[config.mk]
export PLATFORM = sky130hd
export DESIGN_NAME = id_pipe_stage
export DESIGN_NICKNAME = d
export VERILOG_FILES = /design/src/rtl/id_pipe_stage.sv
export SDC_FILE = /design/constraint.sdc
export NUM_CORES = 1
export LEC_CHECK = 0
export ABC_AREA = 1
export CAP_MARGIN = 20
export CORE_ASPECT_RATIO = 0.75
export CORE_MARGIN = 4
export CORE_UTILIZATION = 35
export DETAILED_ROUTE_END_ITERATION = 16
export PLACE_DENSITY = 0.65
export SYNTH_ARGS = -nofsm -noshare
export SYNTH_HDL_FRONTEND = slang
export SYNTH_SLANG_ARGS = --single-unit
[constraint.sdc]
create_clock -name clk -period 7.8 [get_ports clk]
set_input_delay 2.34 -clock clk [delete_from_list [all_inputs] [get_ports clk]]
set_output_delay 2.34 -clock clk [all_outputs]
set_load 0.02 [all_outputs]
[src/rtl/id_pipe_stage.sv]
// Instruction-decode pipeline stage for RV32I/RV64I. Decodes the fetched word, drives
// register-file read ports combinationally, and registers operands/control for execute.
module id_pipe_stage #(
    parameter int XLEN = 64
) (
    input  logic            clk,
    input  logic            rst_n,
    input  logic            flush,
    input  logic            in_valid,
    output logic            in_ready,
    input  logic [31:0]     in_inst,
    input  logic [XLEN-1:0] in_pc,
    output logic            rs1_r_ena,
    output logic            rs2_r_ena,
    output logic [4:0]      rs1_r_addr,
    output logic [4:0]      rs2_r_addr,
    input  logic [XLEN-1:0] r_data1,
    input  logic [XLEN-1:0] r_data2,
    output logic            out_valid,
    input  logic            out_ready,
    output logic [XLEN-1:0] out_pc,
    output logic            out_rd_w_ena,
    output logic [4:0]      out_rd_w_addr,
    output logic [XLEN-1:0] out_op1,
    output logic [XLEN-1:0] out_op2,
    output logic [9:0]      out_alu_info,
    output logic [7:0]      out_bj_info,
    output logic [XLEN-1:0] out_jmp_target,
    output logic            out_is_word,
    output logic            out_mem_to_reg,
    output logic            out_mem_w_ena,
    output logic [1:0]      out_mem_size,
    output logic            out_mem_unsigned,
    output logic            out_illegal
);

    localparam bit RV64 = (XLEN == 64);

    localparam logic [9:0] ALU_ADD  = 10'b00_0000_0001;
    localparam logic [9:0] ALU_SUB  = 10'b00_0000_0010;
    localparam logic [9:0] ALU_SLT  = 10'b00_0000_0100;
    localparam logic [9:0] ALU_SLTU = 10'b00_0000_1000;
    localparam logic [9:0] ALU_XOR  = 10'b00_0001_0000;
    localparam logic [9:0] ALU_OR   = 10'b00_0010_0000;
    localparam logic [9:0] ALU_AND  = 10'b00_0100_0000;
    localparam logic [9:0] ALU_SLL  = 10'b00_1000_0000;
    localparam logic [9:0] ALU_SRL  = 10'b01_0000_0000;
    localparam logic [9:0] ALU_SRA  = 10'b10_0000_0000;

    localparam logic [7:0] BJ_JALR = 8'h40;
    localparam logic [7:0] BJ_JAL  = 8'h80;

    typedef struct packed {
        logic [XLEN-1:0] pc;
        logic            rd_w_ena;
        logic [4:0]      rd_w_addr;
        logic [XLEN-1:0] op1;
        logic [XLEN-1:0] op2;
        logic [9:0]      alu;
        logic [7:0]      bj;
        logic [XLEN-1:0] jmp_target;
        logic            is_word;
        logic            mem_to_reg;
        logic            mem_w_ena;
        logic [1:0]      mem_size;
        logic            mem_unsigned;
        logic            illegal;
    } dec_t;

    function automatic logic [9:0] alu_f3(input logic [2:0] f3, input logic alt);
        case (f3)
            3'd0:    alu_f3 = alt ? ALU_SUB : ALU_ADD;
            3'd1:    alu_f3 = ALU_SLL;
            3'd2:    alu_f3 = ALU_SLT;
            3'd3:    alu_f3 = ALU_SLTU;
            3'd4:    alu_f3 = ALU_XOR;
            3'd5:    alu_f3 = alt ? ALU_SRA : ALU_SRL;
            3'd6:    alu_f3 = ALU_OR;
            default: alu_f3 = ALU_AND;
        endcase
    endfunction

    logic [6:0] opc;
    logic [4:0] rd, rs1, rs2;
    logic [2:0] f3;
    logic [6:0] f7;
    logic [XLEN-1:0] imm_i, imm_s, imm_b, imm_u, imm_j, jalr_sum;

    assign opc = in_inst[6:0];
    assign rd  = in_inst[11:7];
    assign f3  = in_inst[14:12];
    assign rs1 = in_inst[19:15];
    assign rs2 = in_inst[24:20];
    assign f7  = in_inst[31:25];

    assign imm_i = XLEN'($signed(in_inst[31:20]));
    assign imm_s = XLEN'($signed({in_inst[31:25], in_inst[11:7]}));
    assign imm_b = XLEN'($signed({in_inst[31], in_inst[7], in_inst[30:25], in_inst[11:8], 1'b0}));
    assign imm_u = XLEN'($signed({in_inst[31:12], 12'b0}));
    assign imm_j = XLEN'($signed({in_inst[31], in_inst[19:12], in_inst[20], in_inst[30:21], 1'b0}));
    assign jalr_sum = r_data1 + imm_i;

    dec_t dec_d, out_q;
    logic valid_q;
    logic ill, rs1_en, rs2_en, rd_en, hazard;

    always_comb begin
        dec_d  = '0;
        ill    = 1'b0;
        rs1_en = 1'b0;
        rs2_en = 1'b0;
        rd_en  = 1'b0;
        case (opc)
            7'h03: begin
                rs1_en = 1'b1; rd_en = 1'b1;
                dec_d.mem_to_reg   = 1'b1;
                dec_d.mem_size     = f3[1:0];
                dec_d.mem_unsigned = f3[2];
                dec_d.op1 = r_data1; dec_d.op2 = imm_i; dec_d.alu = ALU_ADD;
                ill = (f3 == 3'd7) || (!RV64 && (f3 == 3'd3 || f3 == 3'd6));
            end
            7'h0f: ill = (f3[2:1] != 2'b00);
            7'h13: begin
                rs1_en = 1'b1; rd_en = 1'b1;
                dec_d.op1 = r_data1; dec_d.op2 = imm_i;
                dec_d.alu = alu_f3(f3, (f3 == 3'd5) && in_inst[30]);
                // RV64 shifts take a 6-bit shamt, so inst[25] belongs to the amount
                if (f3 == 3'd1)
                    ill = RV64 ? (in_inst[31:26] != 6'd0) : (f7 != 7'd0);
                else if (f3 == 3'd5)
                    ill = RV64 ? (in_inst[31:26] != 6'b000000 && in_inst[31:26] != 6'b010000)
                               : (f7 != 7'b0000000 && f7 != 7'b0100000);
            end
            7'h17: begin
                rd_en = 1'b1;
                dec_d.op1 = in_pc; dec_d.op2 = imm_u; dec_d.alu = ALU_ADD;
            end
            7'h1b: begin
                rs1_en = 1'b1; rd_en = 1'b1; dec_d.is_word = 1'b1;
                dec_d.op1 = r_data1; dec_d.op2 = imm_i;
                dec_d.alu = alu_f3(f3, (f3 == 3'd5) && in_inst[30]);
                case (f3)
                    3'd0:    ill = 1'b0;
                    3'd1:    ill = (f7 != 7'd0);
                    3'd5:    ill = (f7 != 7'b0000000 && f7 != 7'b0100000);
                    default: ill = 1'b1;
                endcase
                if (!RV64) ill = 1'b1;
            end
            7'h23: begin
                rs1_en = 1'b1; rs2_en = 1'b1;
                dec_d.mem_w_ena = 1'b1; dec_d.mem_size = f3[1:0];
                dec_d.op1 = r_data1; dec_d.op2 = imm_s; dec_d.alu = ALU_ADD;
                ill = f3[2] || (!RV64 && f3 == 3'd3);
            end
            7'h33, 7'h3b: begin
                rs1_en = 1'b1; rs2_en = 1'b1; rd_en = 1'b1;
                dec_d.op1 = r_data1; dec_d.op2 = r_data2;
                dec_d.alu = alu_f3(f3, f7[5]);
                ill = !((f7 == 7'h00) || (f7 == 7'h20 && (f3 == 3'd0 || f3 == 3'd5)));
                if (opc == 7'h3b) begin
                    dec_d.is_word = 1'b1;
                    if (!RV64 || !(f3 == 3'd0 || f3 == 3'd1 || f3 == 3'd5)) ill = 1'b1;
                end
            end
            7'h37: begin
                rd_en = 1'b1;
                dec_d.op2 = imm_u; dec_d.alu = ALU_ADD;
            end
            7'h63: begin
                rs1_en = 1'b1; rs2_en = 1'b1;
                dec_d.op1 = r_data1; dec_d.op2 = r_data2;
                dec_d.jmp_target = in_pc + imm_b;
                case (f3)
                    3'd0:    dec_d.bj = 8'h01;
                    3'd1:    dec_d.bj = 8'h02;
                    3'd4:    dec_d.bj = 8'h04;
                    3'd5:    dec_d.bj = 8'h08;
                    3'd6:    dec_d.bj = 8'h10;
                    3'd7:    dec_d.bj = 8'h20;
                    default: ill = 1'b1;
                endcase
            end
            7'h67: begin
                rs1_en = 1'b1; rd_en = 1'b1;
                dec_d.op1 = r_data1; dec_d.op2 = imm_i; dec_d.bj = BJ_JALR;
                dec_d.jmp_target = {jalr_sum[XLEN-1:1], 1'b0};
                ill = (f3 != 3'd0);
            end
            7'h6f: begin
                rd_en = 1'b1; dec_d.bj = BJ_JAL;
                dec_d.jmp_target = in_pc + imm_j;
            end
            7'h73: begin
                dec_d.op1 = r_data1;
                // funct3=0 covers ECALL/EBREAK/xRET/WFI, which never name registers
                if (f3 == 3'd0)      ill = (rd != 5'd0) || (rs1 != 5'd0);
                else if (f3 == 3'd4) ill = 1'b1;
                else begin
                    rd_en  = 1'b1;
                    rs1_en = ~f3[2];
                end
            end
            default: ill = 1'b1;
        endcase

        dec_d.pc        = in_pc;
        dec_d.rd_w_ena  = rd_en;
        dec_d.rd_w_addr = rd_en ? rd : 5'd0;
        dec_d.illegal   = ill;
        if (ill) begin
            rs1_en = 1'b0; rs2_en = 1'b0;
            dec_d.rd_w_ena = 1'b0; dec_d.rd_w_addr = 5'd0;
            dec_d.mem_to_reg = 1'b0; dec_d.mem_w_ena = 1'b0;
            dec_d.alu = '0; dec_d.bj = '0;
        end
    end

    assign rs1_r_ena  = rs1_en;
    assign rs2_r_ena  = rs2_en;
    assign rs1_r_addr = rs1_en ? rs1 : 5'd0;
    assign rs2_r_addr = rs2_en ? rs2 : 5'd0;

    assign hazard = valid_q && out_q.mem_to_reg && (out_q.rd_w_addr != 5'd0) &&
                    ((rs1_en && rs1 == out_q.rd_w_addr) || (rs2_en && rs2 == out_q.rd_w_addr));
    assign in_ready = ~hazard & (~valid_q | out_ready);

    always_ff @(posedge clk or negedge rst_n) begin
        if (!rst_n) begin
            valid_q <= 1'b0;
            out_q   <= '0;
        end else if (flush) begin
            valid_q <= 1'b0;
        end else if (in_valid && in_ready) begin
            valid_q <= 1'b1;
            out_q   <= dec_d;
        end else if (out_ready) begin
            valid_q <= 1'b0;
        end
    end

    assign out_valid        = valid_q;
    assign out_pc           = out_q.pc;
    assign out_rd_w_ena     = out_q.rd_w_ena;
    assign out_rd_w_addr    = out_q.rd_w_addr;
    assign out_op1          = out_q.op1;
    assign out_op2          = out_q.op2;
    assign out_alu_info     = out_q.alu;
    assign out_bj_info      = out_q.bj;
    assign out_jmp_target   = out_q.jmp_target;
    assign out_is_word      = out_q.is_word;
    assign out_mem_to_reg   = out_q.mem_to_reg;
    assign out_mem_w_ena    = out_q.mem_w_ena;
    assign out_mem_size     = out_q.mem_size;
    assign out_mem_unsigned = out_q.mem_unsigned;
    assign out_illegal      = out_q.illegal;

endmodule

==> results by group, run 1 <==
Detailed routing
  • Wire length reported by the detailed router: 129,000 µm
  • Vias after detailed routing: 31,268
  • Post-DR vias/cell: 5.17
  • Number of search-and-repair iterations in the first detailed-routing pass: 8
  • Starting DRT DRC Count: 3,267
  • Post-route DRC violation count: 0
  • Avg WL per Cell: 21.3 µm
  • Final ANT Viol Nets: 0

STA
  • Post-route clock period utilization: 96.1%
  • Setup Viol. Count Final: 0
  • Final hold violation count: 0
  • Achievable clock frequency: 133 MHz
  • Tmin final: 7500 ps
  • Fin. max-slew vios: 0
  • Fin Clk Skew: 20.8 ps
  • Slew Limit Headroom: 34.0%
  • Setup Total Neg Slack: 0 ps
  • Actual slew at the worst max-slew pin: 989 ps
  • Unrepaired setup endpoints after global routing: no

Outcome
  • Run status: finished, final reports clean

Pwr
  • Power density over the cells: 144 nW/µm²
  • Total design power: 4910 µW
  • Part of the power in registers: 33.3%
  • Switching pwr: 1860 µW
  • Power Internal: 3050 µW
  • Relative contribution of the clock network to total power: 32.4%
  • IR drop worst, VDD: 0.000115 V
  • Combinational power share: 34.4%
  • Lkg Pwr: 0.0187 µW
  • Fraction of power spent switching nets: 37.8%

Yosys
  • Yosys cell types: 42
  • Combinational family with the most area after synthesis: simple AND/OR/NAND/NOR gates
  • Sequential share of the synthesized area: 27.1%
  • Post-synth design cell area: 26,600 µm²
  • Net count after synthesis: 4,925
  • Flip-flop and latch count after synthesis: 288
  • Fraction of synthesized area in multiplexers: 0%
  • Area share of fa/ha/maj cells after synthesis: 6.21%
  • Syn_area_per_cell: 5.83 µm²
  • EDFF count, synth: 0
  • XOR/XNOR Fraction of Synth Area: 0.658%
  • Number of warnings issued by yosys: 0
  • Simple-gate area share of the yosys netlist: 46.6%
  • Synth Instances: 4,565
  • Post-synthesis async set-or-reset flop share: 100%
  • Compound-Gate Fraction of Synth Area: 6.14%
  • Primary FF master, synth: sky130_fd_sc_hd__dfrtp_1

Placement
  • Port Buffers: 529
  • HPWL reported at the end of detailed placement: 103,000 µm
  • Total cell area at the placement stage: 32,900 µm²
  • Number of placed instances with taps included: 5,988
  • Global placement routability congestion: 1.01

Critical path
  • Crit-path most repeated cell: sky130_fd_sc_hd__nand2_2
  • Slowest Stage Delay on Critical Path: 720 ps
  • Category of the worst setup path launch point: input port
  • Arrival time at the worst endpoint: 5160 ps
  • Data required, critical path: 5460 ps
  • Crit path max fanout: 5
  • Crit Path Category: input port to primary output
  • CP endpoint kind: primary output
  • Crit-path cells: clkdlybuf4s50_1 -> nand2_1 -> inv_2 -> nand2_2 -> nor2_1 -> nor2_1 -> nand2_2 -> inv_2 -> nand3_1 -> nand4_1 -> nand2_2 -> a21oi_4 -> clkdlybuf4s50_1
  • Critical path's slowest cell: sky130_fd_sc_hd__clkdlybuf4s50_1

Clocking
  • Number of buffers added to fix hold violations after cts: 0
  • Clock tree root driver cell: sky130_fd_sc_hd__clkbuf_16
  • Count of clock tree sinks: 288
  • Maximum root-to-sink buffer count: 3
  • CTS tree: built
  • Cells resized by post-CTS repair: 0
  • Number of buffers created by CTS: 34
  • Clock Pin Slew Worst Setup and Hold Paths: 60 ps
  • Level count of the clock H-tree: 2
  • Number of buffers added for setup after CTS: 0
  • Clock network latency to the later pin of the worst-skew pair: 570 ps

Finish
  • Number of nets in the layout: 5,361
  • Area of all sequential standard cells: 7210 µm²
  • Fill cell total of the finished layout: 8,251
  • Combined area of the multi-input logic cells: 15,900 µm²
  • Layout cells sized above 1: 3.11%
  • Final design area excluding fillers: 34,000 µm²
  • Area growth from synthesis to final layout: 27.7%
  • Count of placed standard cells in the final layout, fillers left out: 6,050

Floorplanning
  • Horizontal die dimension: 326 µm
  • Core Rows: 87
  • Initial core utilization: 35.3%
  • Die Area: 80,600 µm²
  • Number of ports placed on the die boundary: 530
  • Placeable core region: 75,300 µm²
  • Overall die height: 247 µm

Min path
  • Worst hold path type: flop to flop

Global route
  • Vias in the first global route: 28,908
  • Overflow after GRT: 0
  • Maximum number of pins on one net before global-route repair: 144
  • Total routing usage reported by global routing: 30.8%
  • Initial antenna violation count: 3
  • Wire length of the first global-routing pass: 189,000 µm

Flow run
  • Maximum capacitance violations: 0
power groups by stage:
stage / registers, µW / logic, µW / clock network (µW)
floorplan: 1760 / 794 / 0
global placement: 1650 / 1650 / 0
detailed placement: 1660 / 1660 / 0
CTS: 1630 / 1660 / 1630
global route: 1640 / 1840 / 1690
finish: 1630 / 1690 / 1590
synth_stat cells, types with 21 or more instances:
cell / n / area (µm²)
sky130_fd_sc_hd__clkbuf_1: 115 / 432
sky130_fd_sc_hd__o211ai_1: 24 / 180
sky130_fd_sc_hd__a21oi_1: 108 / 541
sky130_fd_sc_hd__buf_2: 43 / 215
sky130_fd_sc_hd__ha_1: 129 / 1610
sky130_fd_sc_hd__nor2_1: 271 / 1020
sky130_fd_sc_hd__nand3_1: 323 / 1620
sky130_fd_sc_hd__nand2_1: 1896 / 7120
sky130_fd_sc_hd__nor3_1: 31 / 155
sky130_fd_sc_hd__dfrtp_1: 288 / 7210
sky130_fd_sc_hd__inv_1: 737 / 2770
sky130_fd_sc_hd__o21ai_0: 130 / 651
sky130_fd_sc_hd__or2_2: 21 / 131
sky130_fd_sc_hd__nand3b_1: 39 / 293
sky130_fd_sc_hd__nand4_1: 293 / 1830
metrics by stage:
stage | util, % | hold WS, ps | worst slack (ps)
2_1_floorplan | - | 578 | 1420
3_5_place_dp | 43.7 | 458 | 305
5_1_grt | 45.1 | 485 | 150
3_3_place_gp | 43.7 | 453 | 322
6_report | 45.1 | 469 | 302
4_1_cts | 45.1 | 472 | 291
metal layers:
layer | share of wire (%) | vias to the layer above | track usage, %
met1 | 47 | 14537 | 45.2
li1 | - | 15297 | -
met4 | 3.8 | 2 | 10.2
met3 | 8.9 | 190 | 6.94
met2 | 40 | 1242 | 44.3
met5 | 0.0054 | - | 0
kinds of logic after synthesis:
logic type               count (synthesis)
buffers and inverters                  920
adder cells (fa/ha/maj)                131
XOR/XNOR                                20
AO/OA/AOI/OAI                          303
AND/OR/NAND/NOR                       2903
flip-flops                             288
path summary, 6_finish.rpt:
path	startpoint	to	slack [ps]	cells after the start
max	in_inst[0]	in_ready	300	13
min	out_pc[2]$_DFFE_PN0P_	out_pc[2]$_DFFE_PN0P_	470	2
max reg2reg	out_rd_w_addr[1]$_DFFE_PN0P_	out_op1[8]$_DFFE_PN0P_	4590	11
min reg2reg	out_pc[2]$_DFFE_PN0P_	out_pc[2]$_DFFE_PN0P_	470	2
max in group asynchronous	rst_n	out_op1[47]$_DFFE_PN0P_	4620	2
min in group asynchronous	rst_n	out_pc[11]$_DFFE_PN0P_	1790	1
critical path, delay by kind of cell:
kind / cells / cell delay, ps
AOI/OAI and AO/OA: 1 / 260
buffers and inverters: 4 / 1330
and+or+nand+nor: 8 / 1230
area by class of cell:
type | instances | share of cell area (%)
Antenna cell | 3 | 0.0221
Clock buffer | 44 | 2.85
Clock inverter | 15 | 0.283
Inverter | 747 | 8.27
Multi-Input combinational cell | 3357 | 46.8
Sequential cell | 288 | 21.2
Tap cell | 1023 | 3.77
Timing Repair Buffer | 573 | 16.8
placed cells by master (no fill, tap or decap), types with 4 or more instances in the layout:
| master | count |
|---|---|
| sky130_fd_sc_hd__o21bai_1 | 5 |
| sky130_fd_sc_hd__clkbuf_8 | 6 |
| sky130_fd_sc_hd__clkbuf_16 | 35 |
| sky130_fd_sc_hd__nor2_4 | 4 |
| sky130_fd_sc_hd__nand4_1 | 293 |
| sky130_fd_sc_hd__xnor2_1 | 14 |
| sky130_fd_sc_hd__o21ai_1 | 17 |
| sky130_fd_sc_hd__inv_2 | 11 |
| sky130_fd_sc_hd__clkdlybuf4s50_1 | 527 |
| sky130_fd_sc_hd__and3_1 | 4 |
| sky130_fd_sc_hd__a21oi_1 | 108 |
| sky130_fd_sc_hd__ha_1 | 129 |
| sky130_fd_sc_hd__nor2_2 | 7 |
| sky130_fd_sc_hd__nand3b_1 | 39 |
| sky130_fd_sc_hd__clkinv_2 | 8 |
| sky130_fd_sc_hd__buf_4 | 37 |
| sky130_fd_sc_hd__nand3_1 | 323 |
| sky130_fd_sc_hd__xor2_1 | 6 |
| sky130_fd_sc_hd__clkinvlp_4 | 4 |
| sky130_fd_sc_hd__nor3_1 | 31 |
| sky130_fd_sc_hd__nor4_1 | 7 |
| sky130_fd_sc_hd__a22oi_1 | 4 |
| sky130_fd_sc_hd__o211ai_1 | 24 |
| sky130_fd_sc_hd__nand2_1 | 1896 |
| sky130_fd_sc_hd__dfrtp_1 | 288 |
| sky130_fd_sc_hd__buf_12 | 8 |
| sky130_fd_sc_hd__or2_2 | 21 |
| sky130_fd_sc_hd__o21ai_0 | 130 |
| sky130_fd_sc_hd__nor2_1 | 269 |
| sky130_fd_sc_hd__inv_1 | 735 |
Note: power is estimated with default switching activity, not from simulation.
==> run 2: changes to the inputs <==
- CORE_MARGIN: 4 -> 5
==> run 2 against run 1 <==
Net effect: global-route usage decreased by 0.29 points; sequential power about the same; critical path depth unchanged; worst setup slack got worse by 46 ps; register-to-register slack improved by 490 ps; flip-flop and latch count unchanged; fmax decreased by 0.61%; wire length increased by 1.3%; cell count unchanged; utilization increased by 0.12 points; via count about the same; critical path type unchanged; critical endpoint is now rs2_r_addr[2]; largest power group is now clock; highest routed layer is now met4.
==> results by group, run 2 (synthesis results as in run 1) <==
Detailed routing
  • Wire length reported by the detailed router: 130,000 µm
  • Final ANT Viol Nets: 0
  • Post-route DRC violation count: 0
  • Post-DR vias/cell: 5.17
  • Number of search-and-repair iterations in the first detailed-routing pass: 7
  • Avg WL per Cell: 21.5 µm
  • Starting DRT DRC Count: 3,562
  • Vias after detailed routing: 31,286

Critical path
  • Arrival time at the worst endpoint: 5200 ps
  • Crit path max fanout: 8
  • Critical path's slowest cell: sky130_fd_sc_hd__clkdlybuf4s50_1
  • Slowest Stage Delay on Critical Path: 610 ps
  • Data required, critical path: 5460 ps
  • Reg-to-reg setup timing slack: 5080 ps
  • Worst r2r dst: out_op1[53]$_DFFE_PN0P_
  • RR Startpoint: out_rd_w_addr[1]$_DFFE_PN0P_
  • Category of the worst setup path launch point: input port
  • Crit-path cells: clkdlybuf4s50_1 -> inv_1 -> nand3_1 -> nand3_1 -> nand3_1 -> nand2_1 -> inv_1 -> nor2_2 -> nand2_1 -> nor2_1 -> inv_1 -> nor2_1 -> clkdlybuf4s50_1
  • Crit Path Category: input port to primary output
  • Worst Reg2Reg Path Length in Cells: 11
  • CP endpoint kind: primary output

Floorplanning
  • Core Rows: 87
  • Placeable core region: 75,300 µm²
  • Horizontal die dimension: 328 µm
  • Number of ports placed on the die boundary: 530
  • Overall die height: 249 µm
  • Initial core utilization: 35.3%
  • Die Area: 81,800 µm²

STA
  • Slew Limit Headroom: 20.9%
  • Fin. max-slew vios: 0
  • Worst hold-check slack: 468 ps
  • Achievable clock frequency: 133 MHz
  • Unrepaired setup endpoints after global routing: no
  • Post-route clock period utilization: 96.7%
  • Setup Viol. Count Final: 0
  • Setup Total Neg Slack: 0 ps
  • Tmin final: 7540 ps
  • Actual slew at the worst max-slew pin: 1190 ps
  • Final hold violation count: 0
  • Final critical-path setup slack: 256 ps
  • Fin Clk Skew: 38.8 ps

Clocking
  • Clock network latency to the later pin of the worst-skew pair: 590 ps
  • Clock Pin Slew Worst Setup and Hold Paths: 60 ps
  • Cells resized by post-CTS repair: 0
  • Maximum root-to-sink buffer count: 3
  • Count of clock tree sinks: 288
  • Number of buffers created by CTS: 36
  • CTS tree: built
  • Number of buffers added to fix hold violations after cts: 0
  • Number of buffers added for setup after CTS: 0
  • Clock tree root driver cell: sky130_fd_sc_hd__clkbuf_16
  • Level count of the clock H-tree: 2

Placement
  • Total cell area at the placement stage: 32,900 µm²
  • Post-placement worst setup slack: 291 ps
  • Port Buffers: 529
  • Global placement routability congestion: 1.02
  • HPWL reported at the end of detailed placement: 103,000 µm

Finish
  • Layout cells sized above 1: 3.00%
  • Area growth from synthesis to final layout: 28.0%
  • Final design area excluding fillers: 34,100 µm²
  • Number of nets in the layout: 5,358
  • Most common cell after layout, fill and taps aside: sky130_fd_sc_hd__nand2_1
  • Commonest cells after routing, fill and taps aside: 1,896 x sky130_fd_sc_hd__nand2_1, 735 x sky130_fd_sc_hd__inv_1, 527 x sky130_fd_sc_hd__clkdlybuf4s50_1, 323 x sky130_fd_sc_hd__nand3_1, 293 x sky130_fd_sc_hd__nand4_1

Outcome
  • Run status: finished, final reports clean

Min path
  • Start point of the worst min-delay path: out_op1[0]$_DFFE_PN0P_
  • Count of cells along the worst hold path: 2
  • Terminating pin of the worst hold path: out_op1[0]$_DFFE_PN0P_
  • Worst hold path type: flop to flop

Global route
  • Overflow after GRT: 0
  • Initial antenna violation count: 5
  • Vias in the first global route: 28,444
  • Wire length of the first global-routing pass: 192,000 µm
  • Maximum number of pins on one net before global-route repair: 178
  • Total routing usage reported by global routing: 30.5%

Flow run
  • Maximum capacitance violations: 0

Pwr
  • Lkg Pwr: 0.0187 µW
  • Total design power: 5080 µW
  • IR drop worst, VDD: 0.000127 V
  • Power density over the cells: 149 nW/µm²
## run 2: area by class of cell
cell class,count,area [µm²]
multi-input combinational,3357,15900
inverter,747,2810
fill,8184,41200
antenna,2,5.00
timing repair buffer,568,5680
tap,1023,1280
sequential,288,7210
clock buffer,48,976
clock inverter,17,223
## run 2: power by group
group | switching (µW) | total, µW | internal, µW
Clock | 744 | 1770 | 1020
Combinational | 1100 | 1680 | 583
Sequential | 49.9 | 1630 | 1580
Total | 1890 | 5080 | 3190
## run 2: critical path, delay by kind of cell
| kind | cells | cell delay [ps] |
|---|---|---|
| buffers and inverters | 5 | 1700 |
| AND/OR/NAND/NOR | 8 | 1160 |
## run 2: worst max-delay path by stage
stage | startpoint | to | slack, ps | depth (start not counted)
2_1_floorplan | in_inst[5] | rs2_r_addr[0] | 1420 | 13
3_3_place_gp | in_inst[0] | in_ready | 290 | 13
3_5_place_dp | in_inst[0] | in_ready | 290 | 13
4_1_cts | in_inst[0] | in_ready | 280 | 13
5_1_grt | in_inst[13] | rs2_r_addr[2] | 2 | 13
6_report | in_inst[13] | rs2_r_addr[2] | 260 | 13
## run 2: per-layer routing
layer | part of all wire (%) | global-route usage (%)
met3 | 8.9 | 5.46
met5 | 0 | 0
met1 | 47 | 46.5
met2 | 42 | 45.1
met4 | 2.2 | 6.18
## run 2: metrics by stage
step	instances	util, %
floorplan	4565	-
global placement	5983	43.6
detailed placement	5983	43.6
CTS	6048	45.2
global route	6049	45.2
finish	6050	45.2
